## config.mk

```make
export PLATFORM = sky130hd
export DESIGN_NAME = exponent_align_phase
export DESIGN_NICKNAME = d
export VERILOG_FILES = /design/src/rtl/exponent_align_phase.sv
export SDC_FILE = /design/constraint.sdc
export NUM_CORES = 1
export LEC_CHECK = 0
export ABC_AREA = 0
export CAP_MARGIN = 15
export CORE_MARGIN = 8
export CORE_UTILIZATION = 45
export DETAILED_ROUTE_END_ITERATION = 8
export PLACE_DENSITY = 0.87
export SLEW_MARGIN = 30
export SYNTH_ARGS = -nofsm -noshare
export SYNTH_HDL_FRONTEND = slang
export SYNTH_SLANG_ARGS = --single-unit
```

## constraint.sdc

```tcl
create_clock -name clk -period 2.9 [get_ports clk]
set_input_delay 0.435 -clock clk [delete_from_list [all_inputs] [get_ports clk]]
set_output_delay 0.435 -clock clk [all_outputs]
set_load 0.05 [all_outputs]
```

## src/rtl/exponent_align_phase.sv

```systemverilog
// ---------------------------------------------------------------------------
// exponent_align_phase
//
// Second stage of the floating-point add/subtract datapath. Takes the
// larger-magnitude operand (DMP) and smaller-magnitude operand (DmP) from
// the compare/swap stage, computes the exponent difference and right-shifts
// the smaller significand into alignment with the larger one, collecting
// guard/round/sticky bits on the way. Results go to the significand adder.
//
// Ports:
//   clk       system clock
//   rst       asynchronous reset, active-low (rst=0 resets)
//   start     one-cycle request; DMP/DmP are sampled on that edge when idle
//   DMP       larger-magnitude operand (IEEE 754, W bits)
//   DmP       smaller-magnitude operand (IEEE 754, W bits)
//   busy      high whenever the block is not idle
//   done      one-cycle pulse; outputs are valid from this cycle on
//   Exp_out   common exponent (effective exponent of DMP)
//   Sign_out  sign of DMP
//   eff_sub   effective subtraction flag (sign(DMP) ^ sign(DmP))
//   Mant_M    {hidden, mantissa, 3'b000} of DMP
//   Mant_m    aligned {hidden, mantissa, G, R, S} of DmP
//
// Build option:
//   ALIGN_BARREL_EN  when defined, the alignment shift is done in a single
//                    cycle by a barrel shifter (fixed latency). When left
//                    undefined, an iterative 1-bit-per-cycle shifter is
//                    used. Output values are identical in both builds.
// ---------------------------------------------------------------------------
module exponent_align_phase #(
  parameter  int W  = 32,
  localparam int EW = (W == 64) ? 11 : 8,
  localparam int MW = W - EW - 1,
  localparam int SW = MW + 4
) (
  input  logic          clk,
  input  logic          rst,
  input  logic          start,
  input  logic [W-1:0]  DMP,
  input  logic [W-1:0]  DmP,
  output logic          busy,
  output logic          done,
  output logic [EW-1:0] Exp_out,
  output logic          Sign_out,
  output logic          eff_sub,
  output logic [SW-1:0] Mant_M,
  output logic [SW-1:0] Mant_m
);

  localparam int             CW   = $clog2(SW + 1);
  localparam logic [EW:0]    SW_D = (EW + 1)'(SW);
  localparam logic [CW-1:0]  SW_C = CW'(SW);

  typedef enum logic [1:0] {
    IDLE,
    CALC,
    SHIFT,
    DONE
  } state_t;

  state_t        state;
  state_t        next_state;

  logic [W-1:0]  op_big;
  logic [W-1:0]  op_small;
  logic [CW-1:0] count;

  logic [EW-1:0] exp_big;
  logic [EW-1:0] exp_small;
  logic [EW-1:0] eff_big;
  logic [EW-1:0] eff_small;
  logic          hid_big;
  logic          hid_small;
  logic [EW:0]   diff;
  logic [CW-1:0] count_calc;

  // Field decode of the captured operands. A zero exponent field marks a
  // denormal: no hidden bit, and it behaves as if its exponent were 1.
  assign exp_big   = op_big[W-2:MW];
  assign exp_small = op_small[W-2:MW];
  assign hid_big   = |exp_big;
  assign hid_small = |exp_small;
  assign eff_big   = hid_big   ? exp_big   : EW'(1);
  assign eff_small = hid_small ? exp_small : EW'(1);

  // The difference is never negative because the upstream stage already
  // ordered the operands; the extra bit only keeps the subtraction exact.
  // Shifting beyond SW positions changes nothing once everything has
  // collapsed into the sticky bit, so the count saturates there.
  assign diff       = {1'b0, eff_big} - {1'b0, eff_small};
  assign count_calc = (diff >= SW_D) ? SW_C : diff[CW-1:0];

`ifdef ALIGN_BARREL_EN
  logic [SW-1:0] lost_mask;
  logic [SW-1:0] barrel_out;

  // Single-step equivalent of the iterative shifter: every bit shifted out
  // is OR-ed into the LSB. A shift by SW yields an all-ones mask, so the
  // whole significand folds into sticky.
  assign lost_mask  = ~({SW{1'b1}} << count);
  assign barrel_out = (Mant_m >> count) | {{(SW-1){1'b0}}, |(Mant_m & lost_mask)};
`endif

  assign busy = (state != IDLE);
  assign done = (state == DONE);

  // State register.
  always_ff @(posedge clk or negedge rst) begin
    if (!rst) begin
      state <= IDLE;
    end else begin
      state <= next_state;
    end
  end

  // Next-state logic. A start seen outside IDLE (including the DONE cycle)
  // is simply dropped.
  always_comb begin
    next_state = state;
    case (state)
      IDLE:  if (start) next_state = CALC;
      CALC:  next_state = SHIFT;
`ifdef ALIGN_BARREL_EN
      SHIFT: next_state = DONE;
`else
      SHIFT: if (count == '0) next_state = DONE;
`endif
      DONE:  next_state = IDLE;
      default: next_state = IDLE;
    endcase
  end

  // Datapath registers. Operands are captured on the accepting edge, all
  // results are loaded in CALC, and only the small significand moves during
  // SHIFT. Everything holds afterwards until the next CALC.
  always_ff @(posedge clk or negedge rst) begin
    if (!rst) begin
      op_big   <= '0;
      op_small <= '0;
      count    <= '0;
      Exp_out  <= '0;
      Sign_out <= 1'b0;
      eff_sub  <= 1'b0;
      Mant_M   <= '0;
      Mant_m   <= '0;
    end else begin
      case (state)
        IDLE: begin
          if (start) begin
            op_big   <= DMP;
            op_small <= DmP;
          end
        end
        CALC: begin
          Exp_out  <= eff_big;
          Sign_out <= op_big[W-1];
          eff_sub  <= op_big[W-1] ^ op_small[W-1];
          Mant_M   <= {hid_big,   op_big[MW-1:0],   3'b000};
          Mant_m   <= {hid_small, op_small[MW-1:0], 3'b000};
          count    <= count_calc;
        end
        SHIFT: begin
`ifdef ALIGN_BARREL_EN
          Mant_m <= barrel_out;
          count  <= '0;
`else
          // Bit 0 acts as sticky: bits 1 and 0 merge into it each step.
          if (count != '0) begin
            Mant_m <= {1'b0, Mant_m[SW-1:2], Mant_m[1] | Mant_m[0]};
            count  <= count - CW'(1);
          end
`endif
        end
        default: begin
        end
      endcase
    end
  end

endmodule

```

Yosys cells after proc, flatten, opt, wreduce, memory -nomap -nowiden
Cells that the tools add are included.
{"block": "op_classes", "addsub": 2, "n_lt_le_gt_ge": 1, "eq_ne": 6, "n_mux": 10, "bitwise_logic": 2, "reduce_logical": 10}
{"cell": "$pmux W27 S2", "n": 1}
{"cell": "$mux W27", "n": 1}
{"cell": "$mux W8", "n": 2}
{"cell": "$reduce_or A8 Y1", "n": 2}
{"cell": "$mux W5", "n": 2}
{"cell": "$pmux W5 S2", "n": 1}
{"cell": "$ge A9 B5 Y1 const B", "n": 1}
{"cell": "$sub A8 B8 Y9", "n": 1}
{"cell": "$pmux W2 S4", "n": 1}
{"cell": "$ne A2 B2 Y1 const B", "n": 3}
{"cell": "$reduce_and A2 Y1", "n": 3}
{"cell": "$logic_not A5 Y1", "n": 1}
{"cell": "$reduce_bool A5 Y1", "n": 1}
{"cell": "$sub A5 B1 Y5 const B", "n": 1}
{"cell": "$eq A2 B2 Y1 const B", "n": 2}
{"cell": "$mux W2", "n": 2}
{"cell": "$reduce_bool A2 Y1", "n": 2}
{"cell": "$eq A2 B1 Y1 const B", "n": 1}
{"cell": "$logic_not A2 Y1", "n": 1}
{"cell": "$or A1 B1 Y1", "n": 1}
{"cell": "$xor A1 B1 Y1", "n": 1}
{"block": "word_totals", "register_bits": 132, "wordCells": 40}

Longest topological paths before layout
{"block": "logic_depth", "word_depth": 6, "depth_mapped": 13}

Worst setup path before layout
Ideal clock, no wire load.
{"block": "synth_timing", "kind": "register -> register", "start": "register op_big[26]", "end": "register count[2]", "arrival_ns": 2.709, "t_required_ns": 2.781, "path_slack_ns": 0.072, "path_stages_with_launch": 13, "n_path_buf": 0, "cell_sequence": "dfrtp_1 > or4_2 > nor2_1 > nor2_1 > ha_1 > inv_1 > fa_1 > nand2_1 > o21ai_1 > xnor2_1 > o311ai_1 > nor4b_4 > o21a_1"}
{"block": "synth_via", "elab_chain_len": 6}
{"item": "from (decl)", "line_no": "64", "source": "logic [W-1:0] op_big;"}
{"item": "from (signal assigned)", "line_no": "138", "source": "op_big <= '0;"}
{"item": "from (signal assigned)", "line_no": "150", "source": "op_big <= DMP;"}
{"item": "$reduce_or A8 Y1", "line_no": "81", "source": "assign hid_big = |exp_big;"}
{"item": "$mux W8 *", "line_no": "83", "source": "assign eff_big = hid_big ? exp_big : EW'(1);"}
{"item": "$sub A8 B8 Y9 *", "line_no": "90", "source": "assign diff = {1'b0, eff_big} - {1'b0, eff_small};"}
{"item": "$ge A9 B5 Y1", "line_no": "91", "source": "assign count_calc = (diff >= SW_D) ? SW_C : diff[CW-1:0];"}
{"item": "$mux W5 *", "line_no": "91"}
{"item": "$pmux W5 S2 *", "line_no": "147", "source": "case (state)"}
{"item": "to (signal assigned)", "line_no": "160", "source": "count <= count_calc;"}
{"item": "to (signal assigned)", "line_no": "170", "source": "count <= count - CW'(1);"}
{"item": "to (decl)", "line_no": "66", "source": "logic [CW-1:0] count;"}
Every way passes the cells marked *; elsewhere a longest branch is shown, timed or not.
A chain may end at the register's enable or synchronous reset.

Worst setup path after layout
{"block": "layout_timing", "start": "register op_big[24]", "end": "register count[4]"}
The elaborated chain is that of the path after synthesis.

==> flow_summary.toml <==
[outcome]
status = "complete, but fails checks"
violations = "negative setup slack"

[synth]
yosysMostFrequentCell = "dfrtp_1"
synthDominantCellAreaShare_pct = 57.1
syn_area_mm2 = 0.00579
avgSynthCellArea_um2 = 12.9
synthArstFlopShare_pct = 100
yosysSeqAreaShare_pct = 57.1
yosysWarningCount = 0
synth_cell_types = 46
synth_ff_type = "dfrtp_1"
synthTopCellsByArea = "dfrtp_1, mux2_2, mux2i_1"
synth-compound-area-share_pct = 6.23
synth.area.mux_share_pct = 22.5
synth-edff-count = 0
synthAdderAreaFrac_pct = 3.74
synth_xor_xnor_area_share_pct = 1.82
yosys.area_share.simple_pct = 5.49
ys_top_cells_by_count = "dfrtp_1, mux2_2, nand2_1"
synthCells = 449
synth-seq-cells = 132
synth_top_cell_by_area = "dfrtp_1"
synth_top_family_by_area = "multiplexers"

[timing]
worst_slew_pin_slew_ps = 668
timing.hold.ws_ps = 462
rsz0062_at_grt = "yes"
slew_headroom_pct = 55.2
period_needed_ps = 2910
timing.fmax_mhz = 344
maxSlewViolCount = 0
setup_violations = 3
setup-tns-final_ps = -22.7
final-hold-violation-count = 0
layout_setup_ws_ps = -11.0
fin_skew_ps = 6.84
timing.final.crit_share_pct = 100

[placement]
portBuffers = 129
routabilityCongestion = 0.820
placedInstanceArea_mm2 = 0.00736
dp_slack_ps = -251
dp_hpwl_um = 9980

[critical_path]
path_cells = "or4_4 -> nor2_4 -> nor2_2 -> ha_1 -> nand2b_4 -> a2111oi_2 -> buf_4 -> nor2_1 -> xnor2_1 -> nor4b_4 -> a31oi_1"
cpMaxStageDelayCell = "or4_4"
reg2regPathDepth = 11
arrival_ps = 3200
worst-path-max-fanout = 5
cp.depth = 11
reg2reg_slack_ps = -10
r2r_end = "count[4]$_DFFE_PN0P_"
r2r_start = "op_big[24]$_DFFE_PN0P_"
startpoint_type = "register"
crit_buf_inv = 1
end_kind = "register"
cp_top_family = "simple AND/OR/NAND/NOR gates"
max_stage_delay_ps = 550
critPathKind = "register to register"
worstPathRequired_ps = 3190

[detailed_routing]
firstDrtPassIters = 4
routedWlPerCell_um = 18.2
via_per_inst = 5.15
route.vias.total = 4023
drt_iter0_drc = 210
ant_nets = 0
drc_errors = 0
wirelength_um = 14200

[global_routing]
grt_usage_pct = 17.8
grt_max_degree = 63
grt.overflow.total = 0
grt_pass1_wl_um = 22900
antenna_found_initial = 0
first_global_vias = 4452

[flow_run]
maxCapViolations = 0

[cts]
cts_sinks = 132
clk_latency_ps = 420
cts_root_buf = "clkbuf_16"
cts_max_path_buffers = 2
cts.htree.levels = 4
cts_tree = "built"
cts_inserted_buffers = 17
path_clk_slew_ps = 60

[die]
dieArea_mm2 = 0.0167
core_area_mm2 = 0.0126
fp.dieH_um = 129
die_w_um = 129
num_io_pins = 133
initial_core_util_pct = 46.0
rows = 41

[cells_and_area]
fin_area_mm2 = 0.00802
synthToLayoutAreaGrowth_pct = 38.6
fin_nets = 679
n_antenna_cell = 0
drive_gt1_share_pct = 28.7

[min_path]
min_path_type = "input pin to asynchronous set/reset pin"
flip-flops by register name, summed over array words and instances, names as in the netlist, 2 cells and up:
| name | count |
|---|---|
| op_small | 32 |
| state | 2 |
| Mant_M | 24 |
| Mant_m | 27 |
| Exp_out | 8 |
| op_big | 32 |
| count | 5 |
worst register-to-register path, cell delays in order, from the launching register on:
cell and delay [ps]:
dfrtp_1 390, or4_4 550, nor2_4 130, nor2_2 70
ha_1 210, nand2b_4 150, a2111oi_2 360, buf_4 180
nor2_1 50, xnor2_1 150, nor4b_4 410, a31oi_1 130
cells in the final DEF (no fill, tap or decap), types with 4 or more instances in the layout:
| master | n |
|---|---|
| xnor2_1 | 6 |
| mux2i_1 | 23 |
| clkbuf_1 | 4 |
| clkdlybuf4s50_1 | 128 |
| clkbuf_16 | 17 |
| clkinv_2 | 5 |
| o21ai_0 | 28 |
| ha_1 | 11 |
| mux2_2 | 95 |
| nor2_1 | 12 |
| nand3_1 | 4 |
| nand2_1 | 30 |
| buf_4 | 22 |
| dfrtp_1 | 132 |
| xor2_1 | 4 |
| inv_1 | 16 |
| a21oi_1 | 11 |
layout make-up:
class / count / area [um2]
clock buffer: 22 / 454
clock inverter: 9 / 57.6
fill: 943 / 4550
inverter: 17 / 63.8
multi-input combinational: 276 / 2440
sequential: 132 / 3300
tap: 172 / 215
timing repair buffer: 153 / 1490
per-layer routing:
| metal | wire [um] | global-route usage (%) | share of wire, % |
|---|---|---|---|
| met4 | 293 | 7.67 | 2.1 |
| met5 | 0 | 0 | 0 |
| met1 | 5680 | 19.6 | 40 |
| met2 | 6780 | 28.4 | 48 |
| met3 | 1500 | 9.16 | 10 |
worst max-delay path by stage:
stage	from	end	slack [ps]
3_3_place_gp	op_big[25]$_DFFE_PN0P_	count[4]$_DFFE_PN0P_	5
6_report	op_big[24]$_DFFE_PN0P_	count[4]$_DFFE_PN0P_	-10
2_1_floorplan	op_big[26]$_DFFE_PN0P_	count[2]$_DFFE_PN0P_	70
3_5_place_dp	op_big[25]$_DFFE_PN0P_	count[4]$_DFFE_PN0P_	-250
4_1_cts	op_big[25]$_DFFE_PN0P_	count[4]$_DFFE_PN0P_	3
5_1_grt	op_big[24]$_DFFE_PN0P_	count[4]$_DFFE_PN0P_	-150
per-stage QoR:
step           cells  utilization (%)
2_1_floorplan    451                -
3_3_place_gp     745             58.5
3_5_place_dp     745             58.5
4_1_cts          778             63.3
5_1_grt          781             63.8
6_report         781             63.8
timing repair:
item                                    4_1_cts  5_1_grt
hold buffers                                  1        0
pin swaps                                     6        9
setup buffers                                 1        3
hold endpoints to repair                     21        0
gates resized for setup                      14       10
endpoints found under the setup margin        5        5
cells by family (layout without fill, tap and decap cells):
family / Yosys count / count (layout)
other: 1 / 3
AO/OA/AOI/OAI: 61 / 61
buffers and inverters: 43 / 201
flip-flops: 132 / 132
adder cells (fa/ha/maj): 17 / 17
multiplexers: 118 / 118
AND/OR/NAND/NOR: 65 / 65
XOR/XNOR: 12 / 12
Power is not shown: default switching activity piles up to over one toggle a cycle in this logic, so the estimate is an artifact.
